### src/rtl/lsu_if.sv
// Core-side request/response and data-memory bus signals of the load/store unit.
interface lsu_if;
   logic        req_valid;
   logic        req_ready;
   logic [31:0] addr;
   logic [31:0] wdata;
   logic        MemWr;
   logic [2:0]  MemOP;
   logic        resp_valid;
   logic        resp_ready;
   logic [31:0] rdata;
   logic        err;
   logic        mem_req;
   logic        mem_we;
   logic [31:0] mem_addr;
   logic [31:0] mem_wdata;
   logic [3:0]  mem_wmask;
   logic        mem_gnt;
   logic        mem_rvalid;
   logic [31:0] mem_rdata;
   logic        mem_err;

   // slave: the LSU itself; master: the surrounding core and data memory
   modport slave (
      input  req_valid, addr, wdata, MemWr, MemOP, resp_ready,
             mem_gnt, mem_rvalid, mem_rdata, mem_err,
      output req_ready, resp_valid, rdata, err,
             mem_req, mem_we, mem_addr, mem_wdata, mem_wmask
   );

   modport master (
      output req_valid, addr, wdata, MemWr, MemOP, resp_ready,
             mem_gnt, mem_rvalid, mem_rdata, mem_err,
      input  req_ready, resp_valid, rdata, err,
             mem_req, mem_we, mem_addr, mem_wdata, mem_wmask
   );
endinterface

### src/rtl/lsu.sv
// Load/store unit: store lane formatting, load extraction, req/gnt/rvalid bus with timeout.
// Optional macro LSU_MISALIGN_TRAP_EN rejects misaligned halfword/word accesses.
module lsu #(
   parameter int unsigned TIMEOUT_CYCLES = 256,
   parameter int unsigned CNT_W          = 9
) (
   input logic  clk,
   input logic  rst,
   lsu_if.slave bus
);

   typedef enum logic [1:0] {IDLE, REQ, WAIT, RESP} state_t;

   state_t           state;
   logic [CNT_W-1:0] cnt;
   logic [2:0]       op_r;
   logic [1:0]       off_r;
   logic             we_r;
   logic             accept;
   logic             misalign;
   logic             timeout_hit;
   logic [31:0]      rsp_data;

   function automatic logic op_legal(input logic [2:0] op);
      return (op == 3'b000) || (op == 3'b001) || (op == 3'b010) ||
             (op == 3'b100) || (op == 3'b101);
   endfunction

   function automatic logic [3:0] byte_mask(input logic [1:0] sz, input logic [1:0] o);
      case (sz)
         2'b00:   return 4'b0001 << o;
         2'b01:   return o[1] ? 4'b1100 : 4'b0011;
         default: return 4'b1111;
      endcase
   endfunction

   function automatic logic [31:0] lane_data(input logic [1:0] sz, input logic [31:0] d);
      case (sz)
         2'b00:   return {4{d[7:0]}};
         2'b01:   return {2{d[15:0]}};
         default: return d;
      endcase
   endfunction

   function automatic logic [31:0] load_extract(input logic [2:0] op, input logic [1:0] o,
                                                input logic [31:0] word);
      logic signed [7:0]  b;
      logic signed [15:0] h;
      b = word[{o, 3'b000} +: 8];
      h = o[1] ? word[31:16] : word[15:0];
      case (op)
         3'b000:  return 32'(b);
         3'b100:  return {24'h0, b};
         3'b001:  return 32'(h);
         3'b101:  return {16'h0, h};
         default: return word;
      endcase
   endfunction

   assign accept = (state == IDLE) && bus.req_valid && bus.req_ready;

`ifdef LSU_MISALIGN_TRAP_EN
   assign misalign = ((bus.MemOP[1:0] == 2'b01) && bus.addr[0]) ||
                     ((bus.MemOP[1:0] == 2'b10) && (bus.addr[1:0] != 2'b00));
`else
   assign misalign = 1'b0;
`endif

   // cnt holds cycles since accept (the accept cycle counts as 1), so the
   // response lands exactly TIMEOUT_CYCLES cycles after accept
   assign timeout_hit = (TIMEOUT_CYCLES != 0) && ((32'(cnt) + 32'd1) >= TIMEOUT_CYCLES);
   assign rsp_data    = (!we_r && !bus.mem_err) ? load_extract(op_r, off_r, bus.mem_rdata) : '0;

   always_ff @(posedge clk) begin
      if (accept) begin
         op_r  <= bus.MemOP;
         off_r <= bus.addr[1:0];
         we_r  <= bus.MemWr;
      end
   end

   always_ff @(posedge clk or negedge rst) begin
      if (!rst) begin
         state          <= IDLE;
         cnt            <= '0;
         bus.req_ready  <= 1'b0;
         bus.resp_valid <= 1'b0;
         bus.rdata      <= '0;
         bus.err        <= 1'b0;
         bus.mem_req    <= 1'b0;
         bus.mem_we     <= 1'b0;
         bus.mem_addr   <= '0;
         bus.mem_wdata  <= '0;
         bus.mem_wmask  <= '0;
      end else begin
         case (state)
            IDLE: begin
               bus.req_ready <= 1'b1;
               cnt           <= '0;
               if (accept) begin
                  bus.req_ready <= 1'b0;
                  if (!op_legal(bus.MemOP) || misalign) begin
                     state          <= RESP;
                     bus.resp_valid <= 1'b1;
                     bus.err        <= 1'b1;
                     bus.rdata      <= '0;
                  end else begin
                     state         <= REQ;
                     cnt           <= CNT_W'(1);
                     bus.mem_req   <= 1'b1;
                     bus.mem_we    <= bus.MemWr;
                     bus.mem_addr  <= {bus.addr[31:2], 2'b00};
                     bus.mem_wdata <= lane_data(bus.MemOP[1:0], bus.wdata);
                     bus.mem_wmask <= bus.MemWr ? byte_mask(bus.MemOP[1:0], bus.addr[1:0]) : 4'b0000;
                  end
               end
            end
            REQ: begin
               cnt <= cnt + CNT_W'(1);
               if (bus.mem_gnt && bus.mem_rvalid) begin
                  state          <= RESP;
                  bus.mem_req    <= 1'b0;
                  bus.resp_valid <= 1'b1;
                  bus.err        <= bus.mem_err;
                  bus.rdata      <= rsp_data;
               end else if (timeout_hit) begin
                  state          <= RESP;
                  bus.mem_req    <= 1'b0;
                  bus.resp_valid <= 1'b1;
                  bus.err        <= 1'b1;
                  bus.rdata      <= '0;
               end else if (bus.mem_gnt) begin
                  state       <= WAIT;
                  bus.mem_req <= 1'b0;
               end
            end
            WAIT: begin
               cnt <= cnt + CNT_W'(1);
               if (bus.mem_rvalid) begin
                  state          <= RESP;
                  bus.resp_valid <= 1'b1;
                  bus.err        <= bus.mem_err;
                  bus.rdata      <= rsp_data;
               end else if (timeout_hit) begin
                  state          <= RESP;
                  bus.resp_valid <= 1'b1;
                  bus.err        <= 1'b1;
                  bus.rdata      <= '0;
               end
            end
            RESP: begin
               if (bus.resp_ready) begin
                  state          <= IDLE;
                  bus.resp_valid <= 1'b0;
                  bus.err        <= 1'b0;
                  bus.rdata      <= '0;
                  bus.req_ready  <= 1'b1;
               end
            end
            default: state <= IDLE;
         endcase
      end
   end

endmodule

### src/flat_wrapper.sv
// flat-port wrapper written by rule: the top's interface ports become plain ports
module lsu_flat 
#(
   parameter int unsigned TIMEOUT_CYCLES = 256,
   parameter int unsigned CNT_W          = 9
)
  (clk, rst, bus_req_valid, bus_addr, bus_wdata, bus_MemWr, bus_MemOP, bus_resp_ready, bus_mem_gnt, bus_mem_rvalid, bus_mem_rdata, bus_mem_err, bus_req_ready, bus_resp_valid, bus_rdata, bus_err, bus_mem_req, bus_mem_we, bus_mem_addr, bus_mem_wdata, bus_mem_wmask);
  lsu_if bus_i ();
  input logic clk;
  input logic rst;
  input wire logic [$bits(bus_i.req_valid)-1:0] bus_req_valid;
  input wire logic [$bits(bus_i.addr)-1:0] bus_addr;
  input wire logic [$bits(bus_i.wdata)-1:0] bus_wdata;
  input wire logic [$bits(bus_i.MemWr)-1:0] bus_MemWr;
  input wire logic [$bits(bus_i.MemOP)-1:0] bus_MemOP;
  input wire logic [$bits(bus_i.resp_ready)-1:0] bus_resp_ready;
  input wire logic [$bits(bus_i.mem_gnt)-1:0] bus_mem_gnt;
  input wire logic [$bits(bus_i.mem_rvalid)-1:0] bus_mem_rvalid;
  input wire logic [$bits(bus_i.mem_rdata)-1:0] bus_mem_rdata;
  input wire logic [$bits(bus_i.mem_err)-1:0] bus_mem_err;
  output wire logic [$bits(bus_i.req_ready)-1:0] bus_req_ready;
  output wire logic [$bits(bus_i.resp_valid)-1:0] bus_resp_valid;
  output wire logic [$bits(bus_i.rdata)-1:0] bus_rdata;
  output wire logic [$bits(bus_i.err)-1:0] bus_err;
  output wire logic [$bits(bus_i.mem_req)-1:0] bus_mem_req;
  output wire logic [$bits(bus_i.mem_we)-1:0] bus_mem_we;
  output wire logic [$bits(bus_i.mem_addr)-1:0] bus_mem_addr;
  output wire logic [$bits(bus_i.mem_wdata)-1:0] bus_mem_wdata;
  output wire logic [$bits(bus_i.mem_wmask)-1:0] bus_mem_wmask;
  assign bus_i.req_valid = bus_req_valid;
  assign bus_i.addr = bus_addr;
  assign bus_i.wdata = bus_wdata;
  assign bus_i.MemWr = bus_MemWr;
  assign bus_i.MemOP = bus_MemOP;
  assign bus_i.resp_ready = bus_resp_ready;
  assign bus_i.mem_gnt = bus_mem_gnt;
  assign bus_i.mem_rvalid = bus_mem_rvalid;
  assign bus_i.mem_rdata = bus_mem_rdata;
  assign bus_i.mem_err = bus_mem_err;
  assign bus_req_ready = bus_i.req_ready;
  assign bus_resp_valid = bus_i.resp_valid;
  assign bus_rdata = bus_i.rdata;
  assign bus_err = bus_i.err;
  assign bus_mem_req = bus_i.mem_req;
  assign bus_mem_we = bus_i.mem_we;
  assign bus_mem_addr = bus_i.mem_addr;
  assign bus_mem_wdata = bus_i.mem_wdata;
  assign bus_mem_wmask = bus_i.mem_wmask;
  lsu #(.TIMEOUT_CYCLES(TIMEOUT_CYCLES), .CNT_W(CNT_W)) u_core (.clk(clk), .rst(rst), .bus(bus_i));
endmodule
### config.mk
export PLATFORM = sky130hd
export DESIGN_NAME = lsu_flat
export DESIGN_NICKNAME = d
export VERILOG_FILES = /design/src/rtl/lsu_if.sv /design/src/rtl/lsu.sv /design/src/flat_wrapper.sv
export SDC_FILE = /design/constraint.sdc
export NUM_CORES = 1
export LEC_CHECK = 0
export ABC_AREA = 1
export CAP_MARGIN = 20
export CORE_ASPECT_RATIO = 1.5
export CORE_MARGIN = 8
export CORE_UTILIZATION = 45
export CTS_CLUSTER_DIAMETER = 200
export CTS_CLUSTER_SIZE = 20
export DETAILED_ROUTE_END_ITERATION = 10
export GPL_TIMING_DRIVEN = 1
export PLACE_DENSITY = 0.84
export SLEW_MARGIN = 0
export SYNTH_ARGS = -nofsm -noshare
export SYNTH_HDL_FRONTEND = slang
export SYNTH_SLANG_ARGS = --single-unit
### constraint.sdc
create_clock -name clk -period 2.04 [get_ports clk]
set_input_delay 0.408 -clock clk [delete_from_list [all_inputs] [get_ports clk]]
set_output_delay 0.408 -clock clk [all_outputs]
set_load 0.02 [all_outputs]
==> results of run 1 <==
-- flip-flops by register name, indices dropped and copies added (netlist names) --
| register | flops |
|---|---|
| u_core.bus.err | 1 |
| u_core.bus.mem_addr | 30 |
| u_core.bus.mem_req | 1 |
| u_core.bus.mem_wdata | 32 |
| u_core.bus.mem_we | 1 |
| u_core.bus.mem_wmask | 4 |
| u_core.bus.rdata | 32 |
| u_core.bus.req_ready | 1 |
| u_core.bus.resp_valid | 1 |
| u_core.cnt | 9 |
| u_core.off_r | 2 |
| u_core.op_r | 3 |
| u_core.state | 2 |
| u_core.we_r | 1 |
-- what timing repair did --
action / in CTS / in global routing
pin swaps: 0 / 8
setup endpoints to repair: 1 / 32
hold endpoints to repair: 0 / 0
buffers inserted: 0 / 4
gates resized for setup: 1 / 15
cloned: 0 / 3
-- area by class of cell --
class	instances	area (sq um)	area share
Clock buffer	20	437	0.0491
Timing Repair Buffer	241	2460	0.276
Inverter	43	164	0.0184
Clock inverter	12	128	0.0144
Multi-Input combinational cell	518	2470	0.278
Sequential cell	120	3030	0.341
Tap cell	159	199	0.0224
-- stage by stage --
step | cell area (sq um) | worst slack, ns | total power [mW]
final | 8890 | 0.0480 | 12.2
after global routing | 8890 | -0.0332 | 12.9
after CTS | 8730 | 0.0387 | 11.8
after detailed placement | 8170 | -0.0891 | 8.80
after global placement | 8170 | -0.0136 | 8.69
after floorplan | 5790 | 0.282 | 6.41
-- path summary, 6_finish.rpt --
check / from / end / slack, ns / cells past startpoint
hold / removal: rst / u_core.bus.mem_wdata[11] / 0.05 / 2
setup reg to reg: u_core.state[0] / u_core.bus.rdata[23] / 0.05 / 12
min in group clk: u_core.bus.rdata[1] / u_core.bus.rdata[1] / 0.47 / 2
hold reg to reg: u_core.bus.rdata[1] / u_core.bus.rdata[1] / 0.47 / 2
max in group asynchronous: rst / u_core.bus.rdata[13] / 1.48 / 2
setup / recovery: u_core.state[0] / u_core.bus.rdata[23] / 0.05 / 12
-- layout by cell type, fill, tap and decap left out, types with 2 or more instances in the layout --
cell type        instances
nand2_1                288
clkdlybuf4s50_1        208
dfrtp_1                113
o21ai_0                 47
nand3_1                 37
inv_1                   36
a21oi_1                 31
nor2_1                  23
buf_4                   23
o211ai_1                21
clkbuf_16               19
nand2_2                 18
or2_2                   12
a31oi_1                  8
buf_12                   7
inv_2                    6
o221ai_1                 6
edfxtp_1                 6
ha_1                     4
clkinv_2                 4
nor3_1                   3
nor2_4                   3
clkbuf_1                 3
clkinv_4                 3
o21bai_1                 2
a211oi_1                 2
inv_4                    2
ha_4                     2
conb_1                   2
clkinvlp_4               2
bufinv_16                2
-- power by group through the flow --
stage          clock [mW]  combinational [mW]  sequential, mW
2_1_floorplan           0                1.90            4.51
3_5_place_dp            0                5.12            3.68
3_3_place_gp            0                5.02            3.66
5_1_grt              3.02                6.10            3.77
4_1_cts              2.92                5.16            3.67
6_report             2.86                5.64            3.68
-- cells by family after synthesis --
family / count (synthesis) / share of synthesized area
other: 1 / 0.000648
and+or+nand+nor: 388 / 0.276
adders and majority gates: 6 / 0.0130
buffers and inverters: 76 / 0.0590
AOI/OAI and AO/OA: 122 / 0.127
DFF: 120 / 0.524
-- routing by layer --
layer | up-vias | global-route usage | wire length (microns)
met5 | - | 0 | 0
met4 | 0 | 0.113 | 703
met3 | 53 | 0.0737 | 1510
met2 | 256 | 0.381 | 10200
met1 | 2729 | 0.230 | 6760
li1 | 2771 | - | -
==> impl_metrics.csv, run 1 <==
group,metric,value,unit
run_status,status,"complete, no violations",
power,internal_power,7.55,mW
drt,wirelength,19200,microns
global_route,antenna_found_initial,0,
setup_path,cp.required,2.38,ns
power,power_density,1370,nW/um^2
floorplanning,core,12800,sq um
power,leakage,4.18,nW
timing,tightest_slew,0.636,ns
clocking,h-tree-depth,4,
synthesis,synth_edf_count,6,
synthesis,synthArstFlopShare,0.950,
setup_path,crit_buf_inv,3,
finish,drive_above_1_share,0.117,
setup_path,cp_data_arrival_time,2.33,ns
floorplanning,rows,51,
clocking,cts_tree,"yes",
synthesis,synth.most_common_cell,"nand2_1",
setup_path,crit_path_cell_trace,"buf_12, ha_4, inv_4, nor2_4, nor2_4, nand2_2, nor2_4, nand2_2, o21ai_4, clkbuf_16, nand2_2, nand2_1",
clocking,root_buffer,"clkbuf_16",
power,combPwrFrac,0.463,
floorplanning,dieHeight,155,microns
drt,wl_per_cell,17.2,microns
setup_path,critPathLaunchType,"flip-flop",
synthesis,synth.yosys.seq_area_share,0.524,
worst_hold_path,hold_class,"input pin to async pin",
clocking,clockBufferDepth,2,
timing,finalCritPeriodShare,0.976,
clocking,clk_pin_slew,0.06,ns
clocking,clock-sinks,120,
finish,fillCellCount,996,
clocking,cts-hold-fix-buffers,0,
power,p_clk_frac,0.235,
timing,fmax,502,MHz
synthesis,synth_ff_type,"dfrtp_1",
timing,final_hold_viol_count,0,
setup_path,critical_path.top_delay_family,"simple AND/OR/NAND/NOR gates",
place,dp.cells,1074,
finish,final_util,0.696,
global_route,grt_pass1_wl,29200,microns
finish,nets,1054,
setup_path,slowest_delay,0.46,ns
floorplanning,die_w,109,microns
clocking,cts_made_buffers,17,
power,switchingPower,4.63,mW
power,p_seq_frac,0.302,
place,port_buffers,209,
timing,setup_viol,0,
floorplanning,start_util,0.454,
timing,min_period,1.99,ns
synthesis,synth.top_cell.area_share,0.493,
synthesis,ys_warn_count,0,
drt,dr.pass1.iters,5,
synthesis,synth_top_area_cell,"dfrtp_1",
timing,hold_ws,0.0505,ns
setup_path,endpoint_kind,"flip-flop",
synthesis,synth_common_cells,"292 x nand2_1, 114 x dfrtp_1, 47 x o21ai_0",
synthesis,synth.distinct_cells,34,
drt,drt_iter0_drc,335,
synthesis,synth_area_per_cell,8.12,sq um
synthesis,synthTopCellsByArea,"dfrtp_1 49%, nand2_1 19%, o21ai_0 4.1%, nand3_1 3.2%, edfxtp_1 3.1%",
clocking,clock_latency,0.41,ns
floorplanning,ios,212,
synthesis,syn_inst,713,
timing,setup_tns,0,ns
synthesis,syn-cell-area,5790,sq um
drt,avgViaCountPerCell,5.22,
finish,area_growth,53.5,%
place,dp_hpwl,13600,microns
run,maxCapViolCount,0,
power,swShare,0.380,
finish,antenna_cells,0,
global_route,grtUsageTotal,0.221,
global_route,gr-total-overflow,0,
setup_path,cp_slowest_cell,"dfrtp_2",
global_route,grt_max_degree,115,
place,gp_congestion,0.919,
global_route,grt_pass1_vias,5944,
finish,fin_cells,1113,
synthesis,ys_ff_latch,120,
setup_path,worstSetupPathType,"flip-flop to flip-flop",
floorplanning,die_area,16800,sq um
setup_path,crit_fanout,8,
timing,skew,0.0133,ns
timing,slew_headroom,0.576,
timing,drv_slew,0,
drt,remaining_drc_errors,0,
drt,ant_nets,0,
power,max-vdd-ir-drop,0.887,mV
drt,vias,5809,
No activity file was read; power rests on OpenSTA's default activity.
==> run 2, diff against run 1 <==
- CELL_PAD_IN_SITES_DETAIL_PLACEMENT: not set -> 0
- CELL_PAD_IN_SITES_GLOBAL_PLACEMENT: not set -> 1
- CORE_UTILIZATION: 45 -> 32
- PLACE_DENSITY: 0.84 -> 0.83
- SLEW_MARGIN: 0 -> 30
==> run 2 against run 1 <==
  * Final area is 1.9% higher
  * Clock skew hardly changed
  * Critical path depth stayed put
  * Clock power is 18% higher
  * Global-route usage is 4.2 points lower
  * Final cell count is 5.8% higher
  * Combinational power is 4.6% lower
  * Wire length is 3.1% higher
  * Sequential power hardly changed
  * Utilization is 19 points lower
  * Non-clock buffer count is 7 higher
  * Total power is 1.9% higher
==> impl_metrics.csv, run 2 (same netlist as run 1, synthesis figures left out) <==
group,metric,value,unit
place,dp_hpwl,15000,microns
run,maxCapViolCount,0,
drt,wl_per_cell,16.8,microns
setup_path,crit_buf_inv,3,
setup_path,critical_path.top_delay_family,"simple AND/OR/NAND/NOR gates",
finish,final_common_cell,"nand2_1",
setup_path,cp_data_arrival_time,2.21,ns
timing,min_period,1.86,ns
drt,vias,5578,
setup_path,worstSetupPathType,"flip-flop to flip-flop",
setup_path,cp_slowest_cell,"dfrtp_1",
place,port_buffers,209,
finish,mostFrequentLayoutCells,"291 x nand2_1, 208 x clkdlybuf4s50_1, 114 x dfrtp_1, 47 x o21ai_0, 39 x inv_1",
finish,area_growth,56.4,%
timing,final_hold_viol_count,0,
drt,wirelength,19800,microns
clocking,ctsResizeCount,0,
timing,fmax,537,MHz
place,pre_cts_ws,-0.206,ns
floorplanning,die_w,126,microns
timing,finalCritPeriodShare,0.912,
finish,nets,1061,
floorplanning,core,17900,sq um
setup_path,endpoint_kind,"flip-flop",
drt,remaining_drc_errors,0,
setup_path,critPathLaunchType,"flip-flop",
global_route,grtUsageTotal,0.179,
setup_path,cp.required,2.39,ns
clocking,clock-sinks,120,
setup_path,crit_fanout,22,
timing,tightest_slew,0.505,ns
power,power_density,1370,nW/um^2
drt,drt_iter0_drc,301,
finish,reg_top3,"u_core.bus.mem_wdata x32, u_core.bus.rdata x32, u_core.bus.mem_addr x30",
drt,ant_nets,0,
clocking,h-tree-depth,4,
global_route,antenna_found_initial,0,
floorplanning,rows,60,
global_route,grt_pass1_wl,31900,microns
clocking,root_buffer,"clkbuf_16",
floorplanning,dieHeight,181,microns
floorplanning,ios,212,
timing,slew_headroom,0.660,
timing,worst_slack,0.179,ns
floorplanning,die_area,22700,sq um
global_route,grt_max_degree,56,
timing,setup_viol,0,
clocking,clock_latency,0.42,ns
global_route,gr-total-overflow,0,
setup_path,cpMostUsedCell,"nand2_1",
place,gp_congestion,0.819,
setup_path,crit_path_cell_trace,"inv_1, ha_1, inv_2, a21oi_2, nor2_2, nand2_2, nor2_4, nand2_1, o21ai_4, buf_12, nand2_1, nand2_1",
finish,drive_above_1_share,0.114,
finish,fillCellCount,1746,
timing,skew,0.0132,ns
worst_hold_path,hold_class,"input pin to async pin",
global_route,grt_pass1_vias,6011,
run_status,status,"complete, no violations",
clocking,cts_made_buffers,17,
clocking,cts_tree,"yes",
drt,dr.pass1.iters,7,
clocking,clk_pin_slew,0.06,ns
floorplanning,start_util,0.324,
power,max-vdd-ir-drop,0.741,mV
power,finalPower,12.4,mW
finish,antenna_cells,0,
timing,rsz0062_at_grt,"no",
timing,drv_slew,0,
clocking,clockBufferDepth,2,
setup_path,slowest_delay,0.42,ns
power,leakage,4.26,nW
drt,avgViaCountPerCell,4.74,
-- run 2: cell types whose count changed in the layout (fill, tap and decap cells not counted), sizes merged --
| cell | before | now |
|---|---|---|
| inv | 44 | 46 |
| dlygate4sd3 | 0 | 1 |
| clkinvlp | 2 | 1 |
| clkbuf | 22 | 18 |
| buf | 31 | 39 |
| clkinv | 7 | 5 |
| bufinv | 2 | 5 |
-- run 2: timing repair --
item                                    4_1_cts  5_1_grt
endpoints found under the hold margin        19        0
endpoints found under the setup margin        0       20
hold buffers                                  1        0
setup buffers                                 0        2
-- run 2: where the power goes --
group	internal (mW)	switching (mW)	total (mW)
sequential	3.18	0.471	3.65
clock	2.21	1.16	3.37
combinational	2.43	2.95	5.38
total	7.83	4.58	12.4
-- run 2: final timing paths --
path / to / cells after the start / startpoint / slack [ns]
max in group asynchronous: u_core.bus.mem_addr[10] / 3 / rst / 0.99
max reg2reg: u_core.bus.rdata[29] / 12 / u_core.state[1] / 0.18
min reg2reg: u_core.bus.mem_addr[8] / 2 / u_core.bus.mem_addr[8] / 0.47
min in group clk: u_core.bus.mem_addr[8] / 2 / u_core.bus.mem_addr[8] / 0.47
max: u_core.bus.rdata[29] / 12 / u_core.state[1] / 0.18
min: u_core.bus.mem_wdata[9] / 2 / rst / 0.42
-- run 2: per-stage QoR --
stage	hold slack [ns]	util	setup TNS, ns	cells	cell area, sq um
final	0.422	0.507	0	1178	9050
after global routing	0.454	0.507	0	1178	9050
after CTS	0.420	0.505	0	1176	9030
after detailed placement	0.334	0.468	-3.75	1143	8360
after global placement	0.332	0.468	-2.01	1143	8360
after floorplan	0.112	-	0	714	5790
-- run 2: area by class of cell --
class	count	area, sq um	area share
inverter	43	161	0.0178
tap	217	272	0.0300
timing repair buffer	248	2510	0.277
sequential	120	3030	0.335
clock inverter	14	220	0.0243
multi-input combinational	518	2420	0.267
clock buffer	18	439	0.0485
-- run 2: metal layers --
| layer | up-vias | routed length [microns] | global-route usage | part of all wire |
|---|---|---|---|---|
| met3 | 28 | 1220 | 0.0578 | 0.062 |
| met4 | 0 | 522 | 0.0793 | 0.026 |
| li1 | 2776 | - | - | - |
| met5 | - | 0 | 0 | 0 |
| met2 | 179 | 10100 | 0.314 | 0.51 |
| met1 | 2595 | 7910 | 0.192 | 0.40 |
